**src/rtl/cpu_run_pkg.sv**
```systemverilog
// Shared types and helpers for the Hack CPU run controller.
package cpu_run_pkg;

  typedef enum logic [1:0] {
    IDLE = 2'd0,
    RST  = 2'd1,
    RUN  = 2'd2,
    DONE = 2'd3
  } run_state_e;

  localparam int unsigned MAX_CYCLES_DEF = 32'd3276800;
  localparam int unsigned HALT_HITS_DEF  = 32'd3;

  // An A-instruction at address k loading the value k: the "(END) @END" idiom.
  function automatic logic self_addressed(input logic [15:0] pc, input logic [15:0] instr);
    return !instr[15] && !pc[15] && (instr[14:0] == pc[14:0]);
  endfunction

endpackage

```
**src/rtl/cpu_halt_detector.sv**
```systemverilog
// Counts repeated fetches of one self-addressed A-instruction and flags a halt.
module cpu_halt_detector
  import cpu_run_pkg::*;
#(
  parameter int unsigned HALT_HITS = HALT_HITS_DEF
) (
  input  logic        clk,
  input  logic        reset,
  input  logic        clear,
  input  logic        enable,
  input  logic [15:0] pc,
  input  logic [15:0] instruct,
  output logic        halt,
  output logic [14:0] loop_pc
);

  localparam int unsigned HIT_W = $clog2(HALT_HITS + 1);

  logic [HIT_W-1:0] hits_q, hits_d;
  logic [14:0]      loop_pc_q, loop_pc_d;
  logic             fetch_self;

  always_comb begin
    fetch_self = self_addressed(pc, instruct);
    hits_d     = hits_q;
    loop_pc_d  = loop_pc_q;
    if (clear) begin
      hits_d    = '0;
      loop_pc_d = '0;
    end else if (enable && fetch_self) begin
      // The loop's jump word is not self-addressed, so it never disturbs the count.
      if ((pc[14:0] == loop_pc_q) && (hits_q != '0)) begin
        hits_d = hits_q + HIT_W'(1);
      end else begin
        hits_d    = HIT_W'(1);
        loop_pc_d = pc[14:0];
      end
    end
  end

  always_ff @(posedge clk) begin
    if (reset) begin
      hits_q    <= '0;
      loop_pc_q <= '0;
    end else begin
      hits_q    <= hits_d;
      loop_pc_q <= loop_pc_d;
    end
  end

  assign halt    = enable && fetch_self && (hits_d == HIT_W'(HALT_HITS));
  assign loop_pc = loop_pc_d;

endmodule

```
**src/rtl/cpu_run_controller.sv**
```systemverilog
// Sequences one Hack CPU run: reset pulse, cycle counting, halt/timeout
// detection and RAM write gating.
module cpu_run_controller
  import cpu_run_pkg::*;
#(
  parameter int unsigned MAX_CYCLES = MAX_CYCLES_DEF,
  parameter int unsigned RST_CYCLES = 2,
  parameter int unsigned HALT_HITS  = HALT_HITS_DEF,
  parameter int unsigned CNT_W      = 32
) (
  input  logic             clk,
  input  logic             reset,
  input  logic             start,
  input  logic [15:0]      pc,
  input  logic [15:0]      instruct,
  input  logic             writeM,
  output logic             cpu_reset,
  output logic             ram_we,
  output logic             busy,
  output logic             done,
  output logic             halted,
  output logic             timeout,
  output logic [14:0]      halt_pc,
  output logic [CNT_W-1:0] cycle_count
);

  localparam int unsigned RC_W = (RST_CYCLES > 1) ? $clog2(RST_CYCLES) : 1;

  if (RST_CYCLES < 1) begin : g_bad_rst_cycles
    $error("cpu_run_controller: RST_CYCLES must be at least 1");
  end
  if ((CNT_W < 64) && (64'(MAX_CYCLES) >= (64'd1 << CNT_W))) begin : g_bad_cnt_w
    $error("cpu_run_controller: MAX_CYCLES does not fit in CNT_W bits");
  end

  run_state_e       state_q, state_d;
  logic [RC_W-1:0]  rst_cnt_q, rst_cnt_d;
  logic [CNT_W-1:0] cnt_q, cnt_d, cnt_inc;
  logic             halted_q, halted_d;
  logic             timeout_q, timeout_d;
  logic [14:0]      halt_pc_q, halt_pc_d;
  logic             det_clear, det_enable, det_halt;
  logic [14:0]      det_loop_pc;

  cpu_halt_detector #(
    .HALT_HITS (HALT_HITS)
  ) u_halt_det (
    .clk      (clk),
    .reset    (reset),
    .clear    (det_clear),
    .enable   (det_enable),
    .pc       (pc),
    .instruct (instruct),
    .halt     (det_halt),
    .loop_pc  (det_loop_pc)
  );

  always_comb begin
    state_d    = state_q;
    rst_cnt_d  = rst_cnt_q;
    cnt_d      = cnt_q;
    halted_d   = halted_q;
    timeout_d  = timeout_q;
    halt_pc_d  = halt_pc_q;
    det_clear  = 1'b0;
    det_enable = (state_q == RUN);
    cnt_inc    = cnt_q + CNT_W'(1);

    cpu_reset  = 1'b1;
    busy       = 1'b0;
    done       = 1'b0;
    ram_we     = 1'b0;

    case (state_q)
      IDLE, DONE: begin
        done = (state_q == DONE);
        if (start) begin
          state_d   = RST;
          det_clear = 1'b1;
          cnt_d     = '0;
          halted_d  = 1'b0;
          timeout_d = 1'b0;
          halt_pc_d = '0;
          rst_cnt_d = RC_W'(RST_CYCLES - 1);
        end
      end
      RST: begin
        busy = 1'b1;
        if (rst_cnt_q == '0) begin
          state_d = RUN;
        end else begin
          rst_cnt_d = rst_cnt_q - RC_W'(1);
        end
      end
      RUN: begin
        busy      = 1'b1;
        cpu_reset = 1'b0;
        ram_we    = writeM;
        cnt_d     = cnt_inc;
        // A halt on the timeout cycle takes precedence.
        if (det_halt) begin
          state_d   = DONE;
          halted_d  = 1'b1;
          halt_pc_d = det_loop_pc;
        end else if (cnt_inc == CNT_W'(MAX_CYCLES)) begin
          state_d   = DONE;
          timeout_d = 1'b1;
        end
      end
      default: state_d = IDLE;
    endcase
  end

  always_ff @(posedge clk) begin
    if (reset) begin
      state_q   <= IDLE;
      rst_cnt_q <= '0;
      cnt_q     <= '0;
      halted_q  <= 1'b0;
      timeout_q <= 1'b0;
      halt_pc_q <= '0;
    end else begin
      state_q   <= state_d;
      rst_cnt_q <= rst_cnt_d;
      cnt_q     <= cnt_d;
      halted_q  <= halted_d;
      timeout_q <= timeout_d;
      halt_pc_q <= halt_pc_d;
    end
  end

  assign halted      = halted_q;
  assign timeout     = timeout_q;
  assign halt_pc     = halt_pc_q;
  assign cycle_count = cnt_q;

endmodule
```
**config.mk**
```make
export PLATFORM = sky130hd
export DESIGN_NAME = cpu_run_controller
export DESIGN_NICKNAME = d
export VERILOG_FILES = /design/src/rtl/cpu_run_pkg.sv /design/src/rtl/cpu_halt_detector.sv /design/src/rtl/cpu_run_controller.sv
export SDC_FILE = /design/constraint.sdc
export NUM_CORES = 1
export LEC_CHECK = 0
export CORE_MARGIN = 2
export CORE_UTILIZATION = 25
export CTS_BUF_LIST = sky130_fd_sc_hd__clkbuf_2
export CTS_CLUSTER_SIZE = 12
export DETAILED_ROUTE_END_ITERATION = 10
export PLACE_DENSITY_LB_ADDON = 0.05
export SLEW_MARGIN = 10
export SYNTH_ARGS = -nofsm -noshare
export SYNTH_HDL_FRONTEND = slang
export SYNTH_SLANG_ARGS = --single-unit
export TNS_END_PERCENT = 20
```
**constraint.sdc**
```tcl
create_clock -name clk -period 4.53 [get_ports clk]
set_clock_uncertainty 0.2 [all_clocks]
set_input_delay 0.906 -clock clk [delete_from_list [all_inputs] [get_ports clk]]
set_output_delay 0.906 -clock clk [all_outputs]
set_load 0.005 [all_outputs]
```
# == Word level (Yosys, flattened, before mapping) ==
# Index checks and enable logic that the tools add are counted.
# word_totals
ff_bits,69
latch_bits,0
mem_bits_rw,0
mem_bits_ro,0
in_bits,36
out_inout_bits,53
n_memories,0
# op_classes
n_addsub,3
n_mul,0
div_mod_pow,0
magnitude_cmp,0
eq_ne,13
n_shift,0
muxes,31
bitwise,0
n_reduce_logical,18
# op_table
cell,n
2-to-1 mux 15 bit,5
case mux 32 bit (2 select lines),1
adder 32 x 1 -> 32 bit (second input constant),1
equality test 32 x 22 -> 1 bit (second input constant),1
2-to-1 mux 32 bit,1
equality test 15 bit,2
case mux 15 bit (2 select lines),1
2-to-1 mux 2 bit,7
2-to-1 mux 1 bit,12
!= test 2 bit (second input constant),5
equality test 2 bit (second input constant),3
case mux 1 bit (2 select lines),3
case mux 2 bit (3 select lines),1
AND reduction 3 bit,2
nonzero test 2 bit,3
logical AND 1 bit,5
AND reduction 2 bit,2
AND reduction 4 bit,1
OR reduction 2 bit,2
!= test 3 bit (second input constant),1
adder 2 x 1 -> 2 bit (second input constant),1
equality test 2 x 1 -> 1 bit (second input constant),1
logical NOT 1 bit,2
logical NOT 2 bit,1
subtractor 1 bit (second input constant),1

# == Logic depth before layout (Yosys ltp) ==
# Gate-level depths: netlist (run 1).
# depth
ltp_word,10
ltp_mapped,11
mapped_depth_nobuf,10

# == Modules after synthesis ==
# A second synthesis (run 1) with hierarchy kept.
# hier_totals
hier_cells,608
area_unflattened_um2,4787.1
# modules_own_cells
module,n_inst,cells_each,area_per_inst_um2,seq_area_each_um2
cpu_run_controller,1,433,3316.9,1041.0
cpu_halt_detector,1,175,1470.2,340.3

# == Worst setup path before layout (run 1) ==
# No wires, ideal clock.
# synth_path
path_type,input to register
start,input port pc[6]
end,"register halt_pc_q[10], in the netlist halt_pc[10]"
setup_ns,0.117
t_arrival_ns,2.843
path_slack_ns,1.370
path_stages,9
path_buffers,2
cell_sequence,xor2_1 or4_1 nor4_1 nand2b_1 buf_2 buf_4 mux2i_1 nor2_1 a22o_1
# synth_between
elab_chain_cells,9
word_cells_on_any_way,17
classes_between,eq/ne: 4; mux: 8; reduce/logical: 5
# synth_lines
item,line_no,text
start: declaration,cpu_run_controller.sv:14,"input logic [15:0] pc,"
equality test 15 bit (on tied branches),"cpu_halt_detector.sv:32, cpu_run_pkg.sv:16",
logical AND 1 bit (on tied branches),"cpu_halt_detector.sv:32, cpu_run_pkg.sv:16",
2-to-1 mux 2 bit / logical AND 1 bit (equally long branches),"cpu_halt_detector.sv:32, cpu_halt_detector.sv:30, cpu_halt_detector.sv:51",
2-to-1 mux 2 bit,cpu_halt_detector.sv:30,end else if (enable && fetch_self) begin
2-to-1 mux 2 bit,cpu_halt_detector.sv:27,if (clear) begin
equality test 2 bit,cpu_halt_detector.sv:51,assign halt = enable && fetch_self && (hits_d == HIT_W'(HALT_HITS));
logical AND 1 bit,cpu_halt_detector.sv:51,
!= test 2 bit (no line),-,
AND reduction 3 bit (no line),-,
end signal: assignment,cpu_run_controller.sv:128,halt_pc_q <= halt_pc_d;
end: declaration,cpu_run_controller.sv:41,"logic [14:0] halt_pc_q, halt_pc_d;"
# Parallel ways exist; a longest one is shown, timed or not. The select of a mux whose other input is x is not followed.
# A chain may end at the register's enable or synchronous reset.

# == Worst setup path in the final report (run 1) ==
# layout_path
start,"register cnt_q[0], in the netlist cycle_count[0]"
end,register state_q[0]
# layout_between
elab_chain_cells,4
# layout_lines
item,line_no,text
start: declaration,cpu_run_controller.sv:38,"logic [CNT_W-1:0] cnt_q, cnt_d, cnt_inc;"
start signal: assignment,cpu_run_controller.sv:125,cnt_q <= cnt_d;
adder 32 x 1 -> 32 bit,cpu_run_controller.sv:67,cnt_inc = cnt_q + CNT_W'(1);
equality test 32 x 22 -> 1 bit,cpu_run_controller.sv:105,end else if (cnt_inc == CNT_W'(MAX_CYCLES)) begin
!= test 3 bit (no line),-,
AND reduction 3 bit (no line),-,
end signal: assignment,cpu_run_controller.sv:123,state_q <= state_d;
end: declaration,cpu_run_controller.sv:36,"run_state_e state_q, state_d;"
# Every way passes these cells.

==> reports/qor.txt, run 1 <==
Synth area leaders -> dfxtp_1 34%, xnor2_1 6.9%, nor2_1 5.5%
Postcts setup bufs -> 0
Slowest CP cell -> nor4_4
TritonCTS clock tree -> done
Post-route setup TNS -> 0 ns
Clk Tree Root Cell -> clkbuf_2
Yosys warns -> 0
Reg2reg setup slack -> 1.04 ns
VDD IR max -> 133 uV
WP data arrival -> 3.78 ns
I/O Buffers -> 88
Die Y -> 131 um
Layout area overhead -> 30.0%
Num ports -> 89
Drt drc -> 0
Post-DP HPWL -> 9.59 mm
Seq/Total Area, Yosys -> 34.0%
CP Capture Type -> flip-flop
RSZ-0062 raised after global routing -> false
Hold Buf Count CTS -> 0
Synth top area share -> 34.0%
Slowest stage delay, CP -> 0.58 ns
Syn nets -> 549
DRT Wirelength -> 13.4 mm
Max_cap viols -> 0
Worst setup SP type -> flip-flop
Synth Cell Area -> 4060 um^2
Grt total ovfl -> 0
Starting DRT DRC Count -> 219
Avg WL per Cell -> 16.8 um
Clock transition at path regs -> 0.21 ns
Slew headroom -> 34.4%
Horiz. Die Dim -> 131 um
Final hold vios -> 0
Crit-path cells -> ha_1 > and3_1 > nand3_1 > nor4_4 > a22oi_1 > nor2_1 > and4b_1 > o21ai_0 > a211oi_1
P per Cell Area -> 316 nW/um^2
Final slew viol count -> 0
Max Buffers Root-to-Sink -> 2
Initial Util -> 25.6%
Leakage Power -> 0.00184 uW
Mean post-synth cell area -> 8.03 um^2
Final setup fails -> 0
Max frequency -> 286 MHz
DR pass1 iterations -> 4
Top_reg_cell synth -> dfxtp_1
Overall power -> 1670 uW
Post-synthesis async set-or-reset flop share -> 0%
Leading area contributor after synthesis -> dfxtp_1
Layout cells sized above 1 -> 5.85%
CTS resizes -> 0
Synth cell types -> 51
Synth cell count leaders -> 69 x dfxtp_1, 59 x nor2_1, 38 x a21oi_1, 35 x nand2_1, 32 x xnor2_1
# nets final -> 620
Crit Path Class -> flip-flop to flip-flop
Antenna-violating nets left -> 0
Total Routing Usage GR -> 15.5%
Initial antenna violation count -> 1
Via-to-Cell Ratio -> 5.05
Number of global-route vias before repair -> 3793
Number of synthesized flops with an enable pin -> 0
Yosys reg bits -> 69
Clock sink count -> 69
H-tree levels -> 3
Placer Congestion -> 0.837
Via count -> 4026
Filler cells -> 1726
Number of CTS-inserted buffers -> 9
Final core utilization -> 33.2%
Final period utilization -> 77.1%
CP delay by family, top -> simple AND/OR/NAND/NOR gates
Worst skew pair latency -> 0.56 ns
Rows -> 46
Top-count cell post-synth -> dfxtp_1
Largest net degree at the start of global routing -> 39
Crit-path max FO -> 10
Status -> completed
Die Area -> 17300 um^2
Mapped Cells -> 506
Crit path buf inv count -> 0
Critical path required time -> 4.82 ns
Slew @ Worst Pin -> 0.978 ns
Total core area -> 15900 um^2
Period minus WS final -> 3.49 ns
First-pass GRT wire length -> 21.5 mm
Hold Path Class -> flip-flop to flip-flop
state kept, by name, summed over array words and instances, names as in the netlist:
| signal | flops |
|---|---|
| halted | 1 |
| u_halt_det.loop_pc_q | 15 |
| halt_pc | 15 |
| state_q | 2 |
| u_halt_det.hits_q | 2 |
| rst_cnt_q | 1 |
| cycle_count | 32 |
| timeout | 1 |
power by group:
part,switching [uW],internal (uW)
combinational,354,190
sequential,18.2,623
clock,250,236
total,622,1050
placed cells by master, fill, tap and decap left out, drive strengths merged, types with 7 or more instances in the layout:
master	count
dfxtp	69
nor3	16
a21oi	38
nor2	59
and3	10
clkbuf	9
buf	11
nand4	21
a31oi	11
nand3	17
mux2i	16
and2	7
xnor2	32
a22o	15
a311oi	10
nand2	35
nor4	14
clkdlybuf4s50	88
ha	7
o21ai	22
inv	8
layer usage:
layer / global-route usage [%] / routed length (um) / part of all wire, %
met1: 23.6 / 7080 / 53
met2: 21.7 / 5640 / 42
met3: 2.78 / 557 / 4.2
met4: 5.07 / 124 / 0.93
met5: 0 / 0 / 0
metrics by stage:
step | setup slack (ns) | hold WS, ns | cell area [um^2] | std cells
after detailed placement | 0.567 | 0.267 | 5120 | 782
after floorplan | 1.37 | 0.254 | 4060 | 506
after global placement | 0.657 | 0.266 | 5120 | 782
after global routing | 0.732 | 0.329 | 5280 | 798
after CTS | 1.00 | 0.311 | 5280 | 797
final | 1.04 | 0.311 | 5280 | 798
path summary, 6_finish.rpt:
check | startpoint | end | depth (start not counted)
hold / removal | halt_pc[3]$_SDFFE_PP0P_ | halt_pc[3]$_SDFFE_PP0P_ | 1
setup / recovery | cycle_count[0]$_SDFFE_PP0P_ | state_q[0]$_SDFFE_PP0P_ | 9
hold reg to reg | halt_pc[3]$_SDFFE_PP0P_ | halt_pc[3]$_SDFFE_PP0P_ | 1
setup reg to reg | cycle_count[0]$_SDFFE_PP0P_ | state_q[0]$_SDFFE_PP0P_ | 9
logic make-up (layout without fill, tap and decap cells):
family / after synthesis / after routing / synth area share (%)
flip-flops: 69 / 69 / 34.0
buffers and inverters: 47 / 122 / 5.05
other: 0 / 1 / 0
adder cells (fa/ha/maj): 7 / 7 / 2.16
multiplexers: 16 / 16 / 3.94
XOR/XNOR: 37 / 37 / 7.98
AND/OR/NAND/NOR: 204 / 204 / 26.5
AO/OA/AOI/OAI: 126 / 126 / 20.4
final cells by class:
| class | instances | area (um^2) | share of cell area [%] |
|---|---|---|---|
| Inverter | 8 | 30.0 | 0.569 |
| Antenna cell | 1 | 2.50 | 0.0474 |
| Clock inverter | 6 | 113 | 2.13 |
| Timing Repair Buffer | 99 | 963 | 18.2 |
| Multi-Input combinational cell | 390 | 2480 | 46.9 |
| Clock buffer | 9 | 45.0 | 0.853 |
| Sequential cell | 69 | 1380 | 26.2 |
| Tap cell | 216 | 270 | 5.12 |
worst register-to-register path, delay by kind of cell, from the launching register on:
family / cells / cell delay, ns
and+or+nand+nor: 5 / 1.92
DFF: 1 / 0.55
AOI/OAI and AO/OA: 3 / 0.44
adders and majority gates: 1 / 0.34
No activity file was read; power rests on OpenSTA's default activity.
==> inputs of run 2 (changes only) <==
==> constraint.sdc (replaced) <==
create_clock -name clk -period 3.26 [get_ports clk]
set_clock_uncertainty 0.2 [all_clocks]
set_input_delay 0.652 -clock clk [delete_from_list [all_inputs] [get_ports clk]]
set_output_delay 0.652 -clock clk [all_outputs]
set_load 0.005 [all_outputs]
==> reports/qor.txt, run 2 (same netlist as run 1, synthesis figures left out) <==
Most common cell after layout, fill and taps aside -> clkdlybuf4s50_1 (unchanged)
CP delay by family, top -> simple AND/OR/NAND/NOR gates (unchanged)
Overall power -> 2320 uW (was 1670 uW)
Leakage Power -> 0.00209 uW (was 0.00184 uW)
DR pass1 iterations -> 5 (was 4)
Final hold vios -> 0 (unchanged)
Placer Congestion -> 0.814 (was 0.837)
Hold Path Class -> flip-flop to flip-flop (unchanged)
Crit path buf inv count -> 0 (unchanged)
Final period utilization -> 93.4% (was 77.1%)
Rows -> 46 (unchanged)
Period minus WS final -> 3.05 ns (was 3.49 ns)
WP data arrival -> 3.32 ns (was 3.78 ns)
RSZ-0062 raised after global routing -> false (unchanged)
Initial antenna violation count -> 1 (unchanged)
DRT Wirelength -> 13.9 mm (was 13.4 mm)
Reg2reg end -> timeout$_SDFFE_PP0P_ (was state_q[0]$_SDFFE_PP0P_)
Post-DP HPWL -> 10.2 mm (was 9.59 mm)
Reg2reg setup slack -> 0.21 ns (was 1.04 ns)
Crit-path cells -> nand2_1 > or4_1 > o31a_1 > o211a_1 > o22ai_2 > and4b_1 > and3_1 > o21a_1 (was ha_1 > and3_1 > nand3_1 > nor4_4 > a22oi_1 > nor2_1 > and4b_1 > o21ai_0 > a211oi_1)
First-pass GRT wire length -> 22.3 mm (was 21.5 mm)
Critical path required time -> 3.53 ns (was 4.82 ns)
Clk Tree Root Cell -> clkbuf_2 (unchanged)
Drt drc -> 0 (unchanged)
Reg2Reg Depth -> 8 (was 9)
# nets final -> 671 (was 620)
Slew @ Worst Pin -> 0.555 ns (was 0.978 ns)
Hold Path Stages -> 1 (unchanged)
Avg WL per Cell -> 16.3 um (was 16.8 um)
Worst skew pair latency -> 0.57 ns (was 0.56 ns)
VDD IR max -> 200 uV (was 133 uV)
Clock sink count -> 69 (unchanged)
CP Capture Type -> flip-flop (unchanged)
Number of global-route vias before repair -> 4092 (was 3793)
Postcts setup bufs -> 0 (unchanged)
Final worst-path setup slack -> 0.214 ns (was 1.04 ns)
Starting DRT DRC Count -> 275 (was 219)
Num ports -> 89 (unchanged)
H-tree levels -> 3 (unchanged)
Worst setup SP type -> flip-flop (unchanged)
Antenna-violating nets left -> 0 (unchanged)
P per Cell Area -> 408 nW/um^2 (was 316 nW/um^2)
Largest net degree at the start of global routing -> 38 (was 39)
Slowest stage delay, CP -> 0.69 ns (was 0.58 ns)
Status -> completed (unchanged)
Most frequent cells in the layout -> 88 x clkdlybuf4s50_1, 68 x dfxtp_1, 60 x buf_4, 59 x nor2_1, 38 x a21oi_1 (was 88 x clkdlybuf4s50_1, 69 x dfxtp_1, 59 x nor2_1, 38 x a21oi_1, 35 x nand2_1)
Slowest CP cell -> or4_1 (was nor4_4)
Via-to-Cell Ratio -> 5.02 (was 5.05)
Total Routing Usage GR -> 16.0% (was 15.5%)
Final setup fails -> 0 (unchanged)
Number of CTS-inserted buffers -> 9 (unchanged)
Clock transition at path regs -> 0.21 ns (about the same)
Slew headroom -> 62.7% (was 34.4%)
Max frequency -> 328 MHz (was 286 MHz)
Max Buffers Root-to-Sink -> 2 (unchanged)
Final slew viol count -> 0 (unchanged)
Die Area -> 17300 um^2 (unchanged)
Crit-path max FO -> 11 (was 10)
I/O Buffers -> 88 (unchanged)
End of the worst hold path -> halt_pc[11]$_SDFFE_PP0P_ (was halt_pc[3]$_SDFFE_PP0P_)
Worst hold slack -> 0.304 ns (was 0.311 ns)
Layout cells sized above 1 -> 13.7% (was 5.85%)
Via count -> 4265 (was 4026)
DP Worst Slack -> -0.0222 ns (was 0.567 ns)
TritonCTS clock tree -> done (unchanged)
Max reg flops -> 32 (unchanged)
Worst Min Path Start -> halt_pc[11]$_SDFFE_PP0P_ (was halt_pc[3]$_SDFFE_PP0P_)
Total core area -> 15900 um^2 (unchanged)
Crit Path Class -> flip-flop to flip-flop (unchanged)
Grt total ovfl -> 0 (unchanged)
Layout area overhead -> 39.7% (was 30.0%)
Max_cap viols -> 0 (unchanged)
FF-to-FF Start -> cycle_count[13]$_SDFFE_PP0P_ (was cycle_count[0]$_SDFFE_PP0P_)
Initial Util -> 25.6% (unchanged)
Horiz. Die Dim -> 131 um (unchanged)
Die Y -> 131 um (unchanged)
==> run 2: cell types whose count changed in the layout (fill, tap and decap cells not counted), sizes merged <==
cell / change
clkinv: -1
clkbuf: +1
clkinvlp: +2
bufinv: -1
buf: +51
==> run 2: worst max-delay path by stage <==
stage | slack [ns] | depth (start not counted) | to | from
after CTS | 0.06 | 11 | state_q[0]$_SDFFE_PP0P_ | cycle_count[0]$_SDFFE_PP0P_
after global routing | 0.02 | 11 | state_q[0]$_SDFFE_PP0P_ | cycle_count[0]$_SDFFE_PP0P_
after floorplan | 0.35 | 9 | halt_pc[10]$_SDFFE_PP0P_ | pc[6]
final | 0.21 | 8 | timeout$_SDFFE_PP0P_ | cycle_count[13]$_SDFFE_PP0P_
after detailed placement | -0.02 | 11 | halted$_SDFFE_PP0P_ | pc[6]
after global placement | -0.02 | 11 | halted$_SDFFE_PP0P_ | pc[6]
==> run 2: what timing repair did <==
item / in CTS / in global routing
setup endpoints to repair: 0 / 3
hold buffers: 0 / 0
resized for setup: 0 / 2
==> run 2: final cells by class <==
type | instances | area [um^2]
fillers | 1723 | 10200
multi-input cells | 390 | 2480
flip-flops and latches | 69 | 1380
repair buffers | 150 | 1370
well taps | 216 | 270
clock inverters | 6 | 87.6
clock buffers | 10 | 50.0
inverters | 8 | 30.0
diodes | 1 | 2.50
==> run 2: power breakdown <==
part           switching, uW  leakage (uW)  internal (uW)
Sequential              22.0      0.000557            867
Clock                    352     0.0000758            255
Combinational            506       0.00146            316
Total                    879       0.00209           1440
==> run 2: per-stage QoR <==
step / std cells / setup TNS [ns] / util [%] / instance area [um^2]
2_1_floorplan: 506 / 0 / - / 4060
3_3_place_gp: 833 / -0.0259 / 34.8 / 5530
3_5_place_dp: 833 / -0.0434 / 34.8 / 5530
4_1_cts: 849 / 0 / 35.7 / 5670
5_1_grt: 850 / 0 / 35.7 / 5680
6_report: 850 / 0 / 35.7 / 5680
==> run 2: per-layer routing <==
layer / vias up / global-route usage [%] / wire, um
met5: - / 0 / 0
met4: 0 / 4.89 / 180
met3: 16 / 2.66 / 580
met2: 106 / 23.6 / 5820
met1: 2038 / 23.7 / 7300
li1: 2105 / - / -
==> inputs of run 3 (changes only) <==
--- a/config.mk
+++ b/config.mk
@@ -5,7 +5,8 @@
 export SDC_FILE = /design/constraint.sdc
 export NUM_CORES = 1
 export LEC_CHECK = 0
-export CORE_MARGIN = 2
+export ABC_CLOCK_PERIOD_IN_PS = 3260
+export CORE_MARGIN = 5
 export CORE_UTILIZATION = 25
 export CTS_BUF_LIST = sky130_fd_sc_hd__clkbuf_2
 export CTS_CLUSTER_SIZE = 12
@@ -15,4 +16,3 @@
 export SYNTH_ARGS = -nofsm -noshare
 export SYNTH_HDL_FRONTEND = slang
 export SYNTH_SLANG_ARGS = --single-unit
-export TNS_END_PERCENT = 20
==> reports/qor.txt, run 3 (same netlist as run 1, synthesis figures left out) <==
Via-to-Cell Ratio -> 5.12 (was 5.02)
Status -> completed (unchanged)
H-tree levels -> 3 (unchanged)
Hold Path Class -> flip-flop to flip-flop (unchanged)
Filler cells -> 1707 (was 1723)
Total Routing Usage GR -> 15.6% (was 16.0%)
Antenna diodes -> 0 (was 1)
Rows -> 46 (unchanged)
Final setup fails -> 0 (unchanged)
Postcts setup bufs -> 0 (unchanged)
Max_cap viols -> 0 (unchanged)
Post-route setup TNS -> 0 ns (unchanged)
Layout area overhead -> 39.4% (was 39.7%)
WP data arrival -> 3.32 ns (about the same)
Pint -> 1360 uW (was 1440 uW)
Sw Pwr -> 888 uW (was 879 uW)
Worst setup SP type -> flip-flop (unchanged)
Final worst-path setup slack -> 0.246 ns (was 0.214 ns)
Avg WL per Cell -> 16.8 um (was 16.3 um)
RSZ-0062 raised after global routing -> false (unchanged)
Die Area -> 18900 um^2 (was 17300 um^2)
Sequential cell area -> 1380 um^2 (unchanged)
Final slew viol count -> 0 (unchanged)
First-pass GRT wire length -> 22.8 mm (was 22.3 mm)
Critical path required time -> 3.56 ns (was 3.53 ns)
Via count -> 4350 (was 4265)
Crit Path Class -> flip-flop to flip-flop (unchanged)
Die Y -> 137 um (was 131 um)
Most frequent CP cell -> buf_4
CP Capture Type -> flip-flop (unchanged)
Clock transition at path regs -> 0.21 ns (about the same)
Final period utilization -> 92.5% (was 93.4%)
DR pass1 iterations -> 7 (was 5)
Sequential power share -> 39.7% (was 38.4%)
Layout cells sized above 1 -> 14.0% (was 13.7%)
Final hold vios -> 0 (unchanged)
Worst hold slack -> 0.309 ns (was 0.304 ns)
TritonCTS clock tree -> done (unchanged)
Design area -> 5660 um^2 (was 5680 um^2)
DP Area -> 5540 um^2 (was 5530 um^2)
Clock share of power -> 23.4% (was 26.2%)
Overall power -> 2240 uW (was 2320 uW)
Largest net degree at the start of global routing -> 39 (was 38)
Total core area -> 15900 um^2 (unchanged)
Horiz. Die Dim -> 137 um (was 131 um)
Worst skew pair latency -> 0.57 ns (about the same)
Slowest CP cell -> dfxtp_1 (was or4_1)
Area of the multi-input gates -> 2490 um^2 (was 2480 um^2)
Clk Tree Root Cell -> clkbuf_2 (unchanged)
Most frequent cells in the layout -> 88 x clkdlybuf4s50_1, 68 x dfxtp_1, 61 x buf_4, 59 x nor2_1, 38 x a21oi_1 (was 88 x clkdlybuf4s50_1, 68 x dfxtp_1, 60 x buf_4, 59 x nor2_1, 38 x a21oi_1)
Initial antenna violation count -> 0 (was 1)
Leakage Power -> 0.00210 uW (was 0.00209 uW)
Crit-path cells -> ha_1 > and3_1 > a31oi_1 > nor4b_2 > buf_4 > o211ai_1 > nor4_2 > buf_4 > and4b_1 > o21ai_0 > a211oi_1 (was nand2_1 > or4_1 > o31a_1 > o211a_1 > o22ai_2 > and4b_1 > and3_1 > o21a_1)
Grt total ovfl -> 0 (unchanged)
Clock sink count -> 69 (unchanged)
Placer Congestion -> 0.795 (was 0.814)
Max Buffers Root-to-Sink -> 2 (unchanged)
Slew @ Worst Pin -> 0.726 ns (was 0.555 ns)
# nets final -> 672 (was 671)
Crit-path max FO -> 6 (was 11)
Number of global-route vias before repair -> 4122 (was 4092)
Num ports -> 89 (unchanged)
Slew headroom -> 51.6% (was 62.7%)
Most common cell after layout, fill and taps aside -> clkdlybuf4s50_1 (unchanged)
VDD IR max -> 153 uV (was 200 uV)
Post-DP HPWL -> 10.6 mm (was 10.2 mm)
Period minus WS final -> 3.01 ns (was 3.05 ns)
DRT Wirelength -> 14.3 mm (was 13.9 mm)
I/O Buffers -> 88 (unchanged)
Combinational fraction of design power -> 36.8% (was 35.5%)
P per Cell Area -> 396 nW/um^2 (was 408 nW/um^2)
Starting DRT DRC Count -> 273 (was 275)
DP Worst Slack -> -0.103 ns (was -0.0222 ns)
CP delay by family, top -> simple AND/OR/NAND/NOR gates (unchanged)
Max reg flops -> 32 (unchanged)
Slowest stage delay, CP -> 0.46 ns (was 0.69 ns)
Antenna-violating nets left -> 0 (unchanged)
Max frequency -> 332 MHz (was 328 MHz)
Net Sw Frac -> 39.6% (was 37.9%)
Drt drc -> 0 (unchanged)
Crit path buf inv count -> 2 (was 0)
Initial Util -> 25.6% (unchanged)
Number of CTS-inserted buffers -> 9 (unchanged)
-- run 3: worst paths after layout --
kind,from,to,slack [ns],cells after the start
worst min-delay path,halt_pc[11]$_SDFFE_PP0P_,halt_pc[11]$_SDFFE_PP0P_,0.31,1
worst max register to register,cycle_count[1]$_SDFFE_PP0P_,state_q[0]$_SDFFE_PP0P_,0.25,11
worst max-delay path,cycle_count[1]$_SDFFE_PP0P_,state_q[0]$_SDFFE_PP0P_,0.25,11
worst min register to register,halt_pc[11]$_SDFFE_PP0P_,halt_pc[11]$_SDFFE_PP0P_,0.31,1
-- run 3: routing by layer --
layer  wire (um)  GRT usage [%]
met5           0              0
met3         783           3.29
met2        5970           21.6
met4         291           5.60
met1        7250           23.5
-- run 3: timing repair --
| item | in CTS | in global routing |
|---|---|---|
| endpoints found under the hold margin | 0 | 0 |
| setup endpoints to repair | 2 | 3 |
| hold buffers | 0 | 0 |
| gates resized for setup | 1 | 2 |
-- run 3: worst register-to-register path, cell delays in order (launching register included) --
cell and delay (ns):
dfxtp_1 0.46, ha_1 0.25, and3_1 0.26, a31oi_1 0.12, nor4b_2 0.37, buf_4 0.17
o211ai_1 0.10, nor4_2 0.34, buf_4 0.17, and4b_1 0.23, o21ai_0 0.10, a211oi_1 0.22
-- run 3: final cells by class --
cell class,instances,area share (%)
clock buffers,10,0.884
clock inverters,6,1.13
inverters,8,0.530
multi-input cells,390,43.9
flip-flops and latches,69,24.4
well taps,216,4.77
repair buffers,151,24.3
-- run 3: power groups by stage --
stage | logic [uW] | clock network, uW | registers, uW
2_1_floorplan | 444 | 0 | 902
3_3_place_gp | 828 | 0 | 906
3_5_place_dp | 834 | 0 | 907
4_1_cts | 835 | 551 | 890
5_1_grt | 922 | 585 | 894
6_report | 827 | 526 | 891
-- run 3: through the flow --
stage | instances | utilization (%)
2_1_floorplan | 506 | -
3_3_place_gp | 834 | 34.9
3_5_place_dp | 834 | 34.9
4_1_cts | 850 | 35.6
5_1_grt | 850 | 35.7
6_report | 850 | 35.7
